## config.mk

```make
export PLATFORM = sky130hd
export DESIGN_NAME = fib_req_initiator_flat
export DESIGN_NICKNAME = d
export VERILOG_FILES = /design/src/rtl/fib_req_initiator_if.sv /design/src/rtl/fib_req_initiator.sv /design/src/flat_wrapper.sv
export SDC_FILE = /design/constraint.sdc
export NUM_CORES = 1
export LEC_CHECK = 0
export ABC_AREA = 0
export BUFFER_PORTS_ARGS = -buffer_cell sky130_fd_sc_hd__buf_2
export CORE_MARGIN = 2
export CORE_UTILIZATION = 35
export CTS_BUF_LIST = sky130_fd_sc_hd__clkbuf_4
export DETAILED_ROUTE_END_ITERATION = 10
export PLACE_DENSITY = 0.57
export SLEW_MARGIN = 10
export SYNTH_ARGS = -nofsm -noshare
export SYNTH_HDL_FRONTEND = slang
export SYNTH_SLANG_ARGS = --single-unit
```

## constraint.sdc

```tcl
create_clock -name clk -period 3 [get_ports clk]
set_input_delay 0.3 -clock clk [delete_from_list [all_inputs] [get_ports clk]]
set_output_delay 0.3 -clock clk [all_outputs]
set_load 0.05 [all_outputs]
```

## src/rtl/fib_req_initiator_if.sv

```systemverilog
// Strobe/busy request channel between the initiator and a Fibonacci calculator.
interface fib_req_initiator_if #(
    parameter int unsigned N_WIDTH      = 8,
    parameter int unsigned RESULT_WIDTH = 8
);
    logic [N_WIDTH-1:0]      fib_n;
    logic                    stb;
    logic                    busy;
    logic [RESULT_WIDTH-1:0] fib_number;

    modport master (
        output fib_n,
        output stb,
        input  busy,
        input  fib_number
    );

    modport slave (
        input  fib_n,
        input  stb,
        output busy,
        output fib_number
    );
endinterface

```

## src/rtl/fib_req_initiator.sv

```systemverilog
// Self-test initiator: sweeps indices 0..count-1 through a Fibonacci calculator and checks each
// result against an internal iterative model (mod 2^RESULT_WIDTH), with a per-request watchdog.
module fib_req_initiator #(
    parameter int unsigned N_WIDTH      = 8,
    parameter int unsigned RESULT_WIDTH = 8,
    parameter int unsigned TIMEOUT      = 5000
) (
    input  logic                    clk,
    input  logic                    rst,
    input  logic                    start,
    input  logic [N_WIDTH-1:0]      count,
    fib_req_initiator_if.master     req,
    output logic                    active,
    output logic                    done,
    output logic                    pass,
    output logic                    timeout,
    output logic [N_WIDTH-1:0]      fail_idx,
    output logic [RESULT_WIDTH-1:0] fail_expected,
    output logic [RESULT_WIDTH-1:0] fail_actual
);

    typedef enum logic [2:0] {
        StIdle,
        StIssue,
        StSettle,
        StWait,
        StCheck,
        StDone
    } state_e;

    localparam logic [N_WIDTH-1:0]      NOne       = N_WIDTH'(1);
    localparam logic [RESULT_WIDTH-1:0] ROne       = RESULT_WIDTH'(1);
    localparam logic [15:0]             TimeoutCnt = 16'(TIMEOUT);

    state_e                  state_q;
    logic [N_WIDTH-1:0]      count_q;
    logic [N_WIDTH-1:0]      idx_q;
    logic [RESULT_WIDTH-1:0] cur_q;
    logic [RESULT_WIDTH-1:0] nxt_q;
    logic [RESULT_WIDTH-1:0] cap_q;
    logic [15:0]             wd_q;
    logic                    stb_q;
    logic [N_WIDTH-1:0]      fib_n_q;
    logic                    active_q;
    logic                    done_q;
    logic                    pass_q;
    logic                    timeout_q;
    logic [N_WIDTH-1:0]      fail_idx_q;
    logic [RESULT_WIDTH-1:0] fail_expected_q;
    logic [RESULT_WIDTH-1:0] fail_actual_q;

    logic [15:0]             wd_inc;
    logic [N_WIDTH-1:0]      last_idx;
    logic [N_WIDTH-1:0]      idx_inc;

    assign wd_inc   = wd_q + 16'd1;
    assign last_idx = count_q - NOne;
    assign idx_inc  = idx_q + NOne;

    // Sweep sequencer: every output is registered and updated only here.
    always_ff @(posedge clk) begin
        if (rst) begin
            state_q         <= StIdle;
            count_q         <= '0;
            idx_q           <= '0;
            cur_q           <= '0;
            nxt_q           <= ROne;
            cap_q           <= '0;
            wd_q            <= '0;
            stb_q           <= 1'b0;
            fib_n_q         <= '0;
            active_q        <= 1'b0;
            done_q          <= 1'b0;
            pass_q          <= 1'b0;
            timeout_q       <= 1'b0;
            fail_idx_q      <= '0;
            fail_expected_q <= '0;
            fail_actual_q   <= '0;
        end else begin
            // Strobe is a single-cycle pulse; only the ISSUE entry raises it.
            stb_q <= 1'b0;
            unique case (state_q)
                StIdle, StDone: begin
                    if (start) begin
                        count_q         <= count;
                        idx_q           <= '0;
                        cur_q           <= '0;
                        nxt_q           <= ROne;
                        done_q          <= 1'b0;
                        pass_q          <= 1'b0;
                        timeout_q       <= 1'b0;
                        fail_idx_q      <= '0;
                        fail_expected_q <= '0;
                        fail_actual_q   <= '0;
                        if (count == '0) begin
                            state_q <= StDone;
                            done_q  <= 1'b1;
                            pass_q  <= 1'b1;
                        end else begin
                            state_q  <= StIssue;
                            stb_q    <= 1'b1;
                            fib_n_q  <= '0;
                            active_q <= 1'b1;
                        end
                    end
                end
                StIssue: begin
                    wd_q    <= '0;
                    state_q <= StSettle;
                end
                // Busy is not trusted yet: the calculator needs a cycle to raise it.
                StSettle: begin
                    state_q <= StWait;
                end
                StWait: begin
                    if (!req.busy) begin
                        cap_q   <= req.fib_number;
                        state_q <= StCheck;
                    end else if (wd_inc == TimeoutCnt) begin
                        state_q         <= StDone;
                        active_q        <= 1'b0;
                        done_q          <= 1'b1;
                        pass_q          <= 1'b0;
                        timeout_q       <= 1'b1;
                        fail_idx_q      <= idx_q;
                        fail_expected_q <= cur_q;
                        fail_actual_q   <= '0;
                    end else begin
                        wd_q <= wd_inc;
                    end
                end
                StCheck: begin
                    if (cap_q != cur_q) begin
                        state_q         <= StDone;
                        active_q        <= 1'b0;
                        done_q          <= 1'b1;
                        pass_q          <= 1'b0;
                        fail_idx_q      <= idx_q;
                        fail_expected_q <= cur_q;
                        fail_actual_q   <= cap_q;
                    end else if (idx_q == last_idx) begin
                        state_q  <= StDone;
                        active_q <= 1'b0;
                        done_q   <= 1'b1;
                        pass_q   <= 1'b1;
                    end else begin
                        idx_q    <= idx_inc;
                        cur_q    <= nxt_q;
                        nxt_q    <= cur_q + nxt_q;
                        state_q  <= StIssue;
                        stb_q    <= 1'b1;
                        fib_n_q  <= idx_inc;
                    end
                end
                default: begin
                    state_q <= StIdle;
                end
            endcase
        end
    end

    assign req.stb       = stb_q;
    assign req.fib_n     = fib_n_q;
    assign active        = active_q;
    assign done          = done_q;
    assign pass          = pass_q;
    assign timeout       = timeout_q;
    assign fail_idx      = fail_idx_q;
    assign fail_expected = fail_expected_q;
    assign fail_actual   = fail_actual_q;

endmodule
```

## src/flat_wrapper.sv

```systemverilog
// flat-port wrapper written by rule: the top's interface ports become plain ports
module fib_req_initiator_flat 
#(
    parameter int unsigned N_WIDTH      = 8,
    parameter int unsigned RESULT_WIDTH = 8,
    parameter int unsigned TIMEOUT      = 5000
)
  (clk, rst, start, count, active, done, pass, timeout, fail_idx, fail_expected, fail_actual, req_fib_n, req_stb, req_busy, req_fib_number);
  fib_req_initiator_if #(.N_WIDTH(N_WIDTH), .RESULT_WIDTH(RESULT_WIDTH)) req_i ();
  input  logic clk;
  input  logic rst;
  input  logic start;
  input  logic [N_WIDTH-1:0] count;
  output logic active;
  output logic done;
  output logic pass;
  output logic timeout;
  output logic [N_WIDTH-1:0] fail_idx;
  output logic [RESULT_WIDTH-1:0] fail_expected;
  output logic [RESULT_WIDTH-1:0] fail_actual;
  output wire logic [$bits(req_i.fib_n)-1:0] req_fib_n;
  output wire logic [$bits(req_i.stb)-1:0] req_stb;
  input wire logic [$bits(req_i.busy)-1:0] req_busy;
  input wire logic [$bits(req_i.fib_number)-1:0] req_fib_number;
  assign req_fib_n = req_i.fib_n;
  assign req_stb = req_i.stb;
  assign req_i.busy = req_busy;
  assign req_i.fib_number = req_fib_number;
  fib_req_initiator #(.N_WIDTH(N_WIDTH), .RESULT_WIDTH(RESULT_WIDTH), .TIMEOUT(TIMEOUT)) u_core (.clk(clk), .rst(rst), .start(start), .count(count), .req(req_i), .active(active), .done(done), .pass(pass), .timeout(timeout), .fail_idx(fail_idx), .fail_expected(fail_expected), .fail_actual(fail_actual));
endmodule
```

==> results of run 1 <==
==> logic make-up after synthesis <==
group / share of synthesized area (%)
buffers and inverters: 5.18
flip-flops: 37.7
XOR/XNOR: 5.32
AO/OA/AOI/OAI: 21.6
adder cells (fa/ha/maj): 3.29
AND/OR/NAND/NOR: 27.0
==> critical path, delay by kind of cell (launching register included) <==
| kind | cells | cell delay (ns) |
|---|---|---|
| AOI/OAI and AO/OA | 5 | 0.97 |
| adders and majority gates | 1 | 0.26 |
| buffers and inverters | 2 | 0.39 |
| DFF | 1 | 0.50 |
| and+or+nand+nor | 2 | 0.53 |
==> where the power goes <==
part           leakage [nW]  switching (mW)  internal, mW
clock network        0.0839           0.473         0.338
registers             0.776          0.0654          1.31
logic                  1.22           0.399         0.196
total                  2.08           0.938          1.85
==> cell type report <==
class	count	area [sq um]	area share, %
clock buffers	9	67.6	1.19
flip-flops and latches	96	1920	33.8
inverters	15	56.3	0.991
clock inverters	7	93.8	1.65
repair buffers	68	383	6.74
well taps	184	230	4.05
multi-input cells	487	2930	51.5
==> repair_timing <==
item                                    in CTS  in global routing
setup buffers                                0                  0
endpoints found under the setup margin       1                 25
hold buffers                                 0                  0
resized for setup                            1                  2
==> path summary, 6_finish.rpt <==
check / startpoint / end / slack (ns) / cells past startpoint
worst max-delay path: u_core.count_q[0] / u_core.nxt_q[0] / 0.23 / 10
worst max register to register: u_core.count_q[0] / u_core.nxt_q[0] / 0.23 / 10
worst min-delay path: req_fib_number[3] / u_core.cap_q[3] / 0.04 / 3
worst min register to register: u_core.req.fib_n[3] / u_core.req.fib_n[3] / 0.47 / 1
==> placed cells by master (no fill, tap or decap), drive strengths merged, types with 4 or more instances in the layout <==
| master | n |
|---|---|
| a211oi | 4 |
| a21o | 4 |
| a21oi | 79 |
| a31oi | 11 |
| and3 | 7 |
| buf | 68 |
| clkbuf | 9 |
| clkinv | 4 |
| dfxtp | 96 |
| ha | 11 |
| inv | 15 |
| nand2 | 82 |
| nand2b | 26 |
| nand3 | 58 |
| nand4 | 8 |
| nor2 | 30 |
| nor3 | 18 |
| nor4 | 14 |
| nor4b | 4 |
| o211ai | 4 |
| o21ai | 31 |
| o2bb2ai | 4 |
| o311ai | 4 |
| or3 | 7 |
| xnor2 | 14 |
| xor2 | 17 |
==> metrics by stage <==
step	util [%]	area (sq um)	worst slack [ns]	cells	power, mW
detailed placement	38.3	5510	0.0298	850	2.00
global route	39.5	5680	0.0222	866	2.93
global placement	38.3	5510	0.0841	850	1.99
finish	39.5	5680	0.229	866	2.79
CTS	39.5	5670	0.165	866	2.82
floorplan	-	5100	0.581	647	1.82
==> layer usage <==
layer	GRT usage, %	part of all wire, %	vias up
li1	-	-	2391
met5	0	0	-
met3	4.64	6.1	24
met4	5.62	1.8	0
met2	30.3	48	148
met1	24.4	44	2280
==> flow_metrics.env, run 1 <==
export IMPL_synth_common_cells="96 x dfxtp_1, 82 x nand2_1, 78 x a21oi_1, 58 x nand3_1, 34 x clkbuf_1"
export IMPL_slowest_stage="dfxtp_1"
export IMPL_wire_per_inst_microns=16.6
export IMPL_top_register="u_core.wd_q"
export IMPL_io_buffer_count=56
export IMPL_ant_nets=0
export IMPL_synth_seq_cells=96
export IMPL_ys_seq_area_share_pct=37.7
export IMPL_async_flop_share_pct=0
export IMPL_wirelength_mm=14.3
export IMPL_die_x_microns=125
export IMPL_setup_viol=0
export IMPL_post_synth_top_area_cell="dfxtp_1"
export IMPL_vias=4843
export IMPL_crit_fanout=17
export IMPL_viasPerCell=5.59
export IMPL_cts_tree="yes"
export IMPL_initial_core_util_pct=35.5
export IMPL_syn2layout_area_growth_pct=11.3
export IMPL_rsz0062_at_grt="false"
export IMPL_place_congestion=0.872
export IMPL_timing_setup_tns_ns=0
export IMPL_num_io_pins=57
export IMPL_rows=44
export IMPL_period_minus_slack_ns=2.77
export IMPL_first_pass_iters=5
export IMPL_antenna_found_initial=0
export IMPL_final_nets=709
export IMPL_yosys_warnings=0
export IMPL_worst_path_largest_cell_delay_ns=0.50
export IMPL_coreArea_sq_um=14400
export IMPL_nFillCells=1462
export IMPL_die_y_microns=125
export IMPL_grt_util_all_layers_pct=18.7
export IMPL_slew_viol_final=0
export IMPL_cts_buffers=9
export IMPL_synthFlopType="dfxtp_1"
export IMPL_grt_pass1_vias=4639
export IMPL_cts_root_buffer="clkbuf_4"
export IMPL_irDropWorstVdd_uv=262
export IMPL_post_synth_cell_area_avg_sq_um=7.88
export IMPL_fin_skew_ns=0.0205
export IMPL_cp_required_ns=3.37
export IMPL_syn_inst=647
export IMPL_grt_overflow_total=0
export IMPL_synthDistinctLibCells=68
export IMPL_die_area_sq_um=15600
export IMPL_synth_edf_count=0
export IMPL_syn_area_sq_um=5100
export IMPL_yosysMostFrequentCell="dfxtp_1"
export IMPL_cts_sinks=96
export IMPL_diodes=0
export IMPL_cap_violations=0
export IMPL_worst_slew_pin_transition_ns=0.916
export IMPL_arrival_ns=3.14
export IMPL_crit_chain="inv_1 -> ha_1 -> or2_2 -> o211ai_1 -> a2111oi_2 -> a31oi_2 -> nand2_2 -> buf_4 -> a211oi_1 -> o21ai_0"
export IMPL_hold_class="input port to flop"
export IMPL_grt_max_degree=50
export IMPL_cp_start_kind="flop"
export IMPL_slew_headroom_pct=38.7
export IMPL_cts_max_level=3
export IMPL_power_density_nw_per_um2=490
export IMPL_largest_reg_flops=16
export IMPL_drt_iter0_markers=339
export IMPL_dp_hpwl_mm=10.1
export IMPL_grt_first_pass_wirelength_mm=23.9
export IMPL_path_clk_slew_ns=0.15
export IMPL_clkLatencyLatePin_ns=0.48
export IMPL_final_hold_viol_count=0
export IMPL_timing_hold_ws_ns=0.0371
export IMPL_clockBufferDepth=2
export IMPL_status="finished, final reports clean"
export IMPL_period_share_pct=92.4
export IMPL_clock_fmax_mhz=361
export IMPL_critPathCaptureType="flop"
export IMPL_drc=0
export IMPL_drive_gt1_share_pct=15.1
export IMPL_synthTopCellsByArea="dfxtp_1 38%, a21oi_1 7.7%, nand2_1 6.0%, nand3_1 5.7%, nand2b_1 3.2%"
export IMPL_yosysTopAreaCellShare_pct=37.7
export IMPL_criticalPathCategory="flop to flop"
export IMPL_leakagePower_nw=2.08
export IMPL_synth_fp_nets=679
Note: power is estimated with default switching activity, not from simulation.
==> run 2, diff against run 1 <==
CORE_MARGIN = 5   (was 2)
RECOVER_POWER = 25   (was unset)
==> run 2 against run 1 <==
Count of clock-buffer cells in the layout up 2; total power is 7.8% lower; first-iteration DRC count shrank 18%; non-clock buffer count down 1; critical path depth is the same; worst setup slack better by 0.14 ns; via count fell by 1.3%; hold slack gained 0.030 ns; flip-flop and latch count did not move; register-to-register slack improved by 0.14 ns.
==> flow_metrics.env, run 2 (synthesis gave the netlist of run 1 again) <==
export IMPL_status="finished, final reports clean"
export IMPL_clock_fmax_mhz=380
export IMPL_grt_util_all_layers_pct=17.4
export IMPL_rows=44
export IMPL_diodes=0
export IMPL_setup_viol=0
export IMPL_ant_nets=0
export IMPL_drt_iter0_markers=278
export IMPL_period_share_pct=87.7
export IMPL_clkLatencyLatePin_ns=0.46
export IMPL_timing_setup_tns_ns=0
export IMPL_cts_buffers=9
export IMPL_arrival_ns=2.95
export IMPL_dp_hpwl_mm=10.0
export IMPL_crit_fanout=20
export IMPL_crit_chain="inv_1 -> ha_1 -> or2_2 -> o211ai_1 -> a2111oi_2 -> a31oi_2 -> nand2_1 -> buf_4 -> a211oi_1 -> o21ai_0"
export IMPL_drive_gt1_share_pct=9.71
export IMPL_cp_top_family="compound AO/OA/AOI/OAI gates"
export IMPL_initial_core_util_pct=35.4
export IMPL_viasPerCell=5.53
export IMPL_hold_class="input port to flop"
export IMPL_cp_required_ns=3.32
export IMPL_slowest_stage="dfxtp_1"
export IMPL_final_common_cell="dfxtp_1"
export IMPL_leakagePower_nw=1.91
export IMPL_slew_headroom_pct=47.5
export IMPL_cts_sinks=96
export IMPL_cts_hold_buf=0
export IMPL_die_y_microns=131
export IMPL_fin_cells=864
export IMPL_io_buffer_count=56
export IMPL_fin_skew_ns=0.0183
export IMPL_coreArea_sq_um=14400
export IMPL_path_clk_slew_ns=0.14
export IMPL_wirelength_mm=14.3
export IMPL_grt_pass1_vias=4658
export IMPL_grt_first_pass_wirelength_mm=23.6
export IMPL_first_pass_iters=5
export IMPL_slew_viol_final=0
export IMPL_power_density_nw_per_um2=461
export IMPL_vias=4780
export IMPL_m1WireLength_mm=6.68
export IMPL_place_congestion=0.841
export IMPL_worst_slew_pin_transition_ns=0.785
export IMPL_wire_per_inst_microns=16.6
export IMPL_cap_violations=0
export IMPL_clockBufferDepth=2
export IMPL_cts_max_level=3
export IMPL_place_inst=849
export IMPL_period_minus_slack_ns=2.63
export IMPL_num_io_pins=57
export IMPL_top_register="u_core.wd_q"
export IMPL_cts_root_buffer="clkbuf_4"
export IMPL_rsz0062_at_grt="false"
export IMPL_antenna_found_initial=0
export IMPL_drc=0
export IMPL_worst_path_largest_cell_delay_ns=0.45
export IMPL_top_layer="met4"
export IMPL_critPathCaptureType="flop"
export IMPL_largest_reg_flops=16
export IMPL_grt_overflow_total=0
export IMPL_post_cts_buffers=0
export IMPL_die_area_sq_um=17100
export IMPL_final_nets=708
export IMPL_cts_resized=0
export IMPL_final_cell_mix="96 x dfxtp_1, 82 x nand2_1, 78 x a21oi_1"
export IMPL_irDropWorstVdd_uv=347
export IMPL_wl_met2_mm=6.56
export IMPL_criticalPathCategory="flop to flop"
export IMPL_grt_max_degree=54
export IMPL_syn2layout_area_growth_pct=9.22
export IMPL_met3_length_microns=742
export IMPL_cts_tree="yes"
export IMPL_crit_buf_inv=2
export IMPL_cp_start_kind="flop"
export IMPL_die_x_microns=131
export IMPL_final_hold_viol_count=0
==> run 2: cell count changes in the layout (fill, tap and decap cells not counted), sizes merged <==
| cell | previous run | this run |
|---|---|---|
| clkbuf | 9 | 44 |
| clkinv | 4 | 3 |
| bufinv | 2 | 0 |
| buf | 68 | 34 |
| clkinvlp | 1 | 2 |
| inv | 15 | 14 |
==> run 2: worst register-to-register path, stage by stage (launching register included) <==
cell       delay, ns
dfxtp_1         0.45
inv_1           0.07
ha_1            0.26
or2_2           0.31
o211ai_1        0.21
a2111oi_2       0.09
a31oi_2         0.33
nand2_1         0.20
buf_4           0.29
a211oi_1        0.21
o21ai_0         0.11
==> run 2: power breakdown <==
part           total (mW)  switching (mW)  leakage, nW  internal (mW)
Sequential           1.37          0.0602        0.776           1.31
Combinational       0.589           0.400         1.08          0.190
Clock               0.606           0.427       0.0540          0.180
Total                2.57           0.886         1.91           1.68
==> run 2: final timing paths <==
check                                         from                 end  slack [ns]  depth (start not counted)
worst max-delay path             u_core.count_q[0]     u_core.nxt_q[0]        0.37                         10
worst min-delay path             req_fib_number[7]     u_core.cap_q[7]        0.07                          3
worst max register to register   u_core.count_q[0]     u_core.nxt_q[0]        0.37                         10
worst min register to register  u_core.fail_idx[0]  u_core.fail_idx[0]        0.48                          2
==> run 2: layout make-up <==
class                      count  area [sq um]
timing repair buffer          67           334
fill                        1507          8850
multi-input combinational    487          2920
inverter                      15          56.3
clock inverter                 4          22.5
clock buffer                  11          82.6
tap                          184           230
sequential                    96          1920
==> run 2: routing by layer <==
metal	up-vias	global-route usage (%)
li1	2393	-
met1	2241	23.5
met2	124	27.0
met3	22	4.19
met4	0	6.41
met5	-	0
==> run 2: metrics by stage <==
| step | cell area [sq um] | power [mW] | hold slack [ns] | setup slack (ns) | utilization (%) |
|---|---|---|---|---|---|
| after floorplan | 5100 | 1.82 | 0.436 | 0.581 | - |
| after global placement | 5500 | 1.97 | 0.450 | 0.410 | 38.1 |
| after detailed placement | 5500 | 1.98 | 0.454 | 0.311 | 38.1 |
| after CTS | 5600 | 2.60 | 0.0192 | 0.284 | 38.9 |
| after global routing | 5570 | 2.73 | 0.0215 | 0.0777 | 38.6 |
| final | 5570 | 2.57 | 0.0668 | 0.369 | 38.6 |
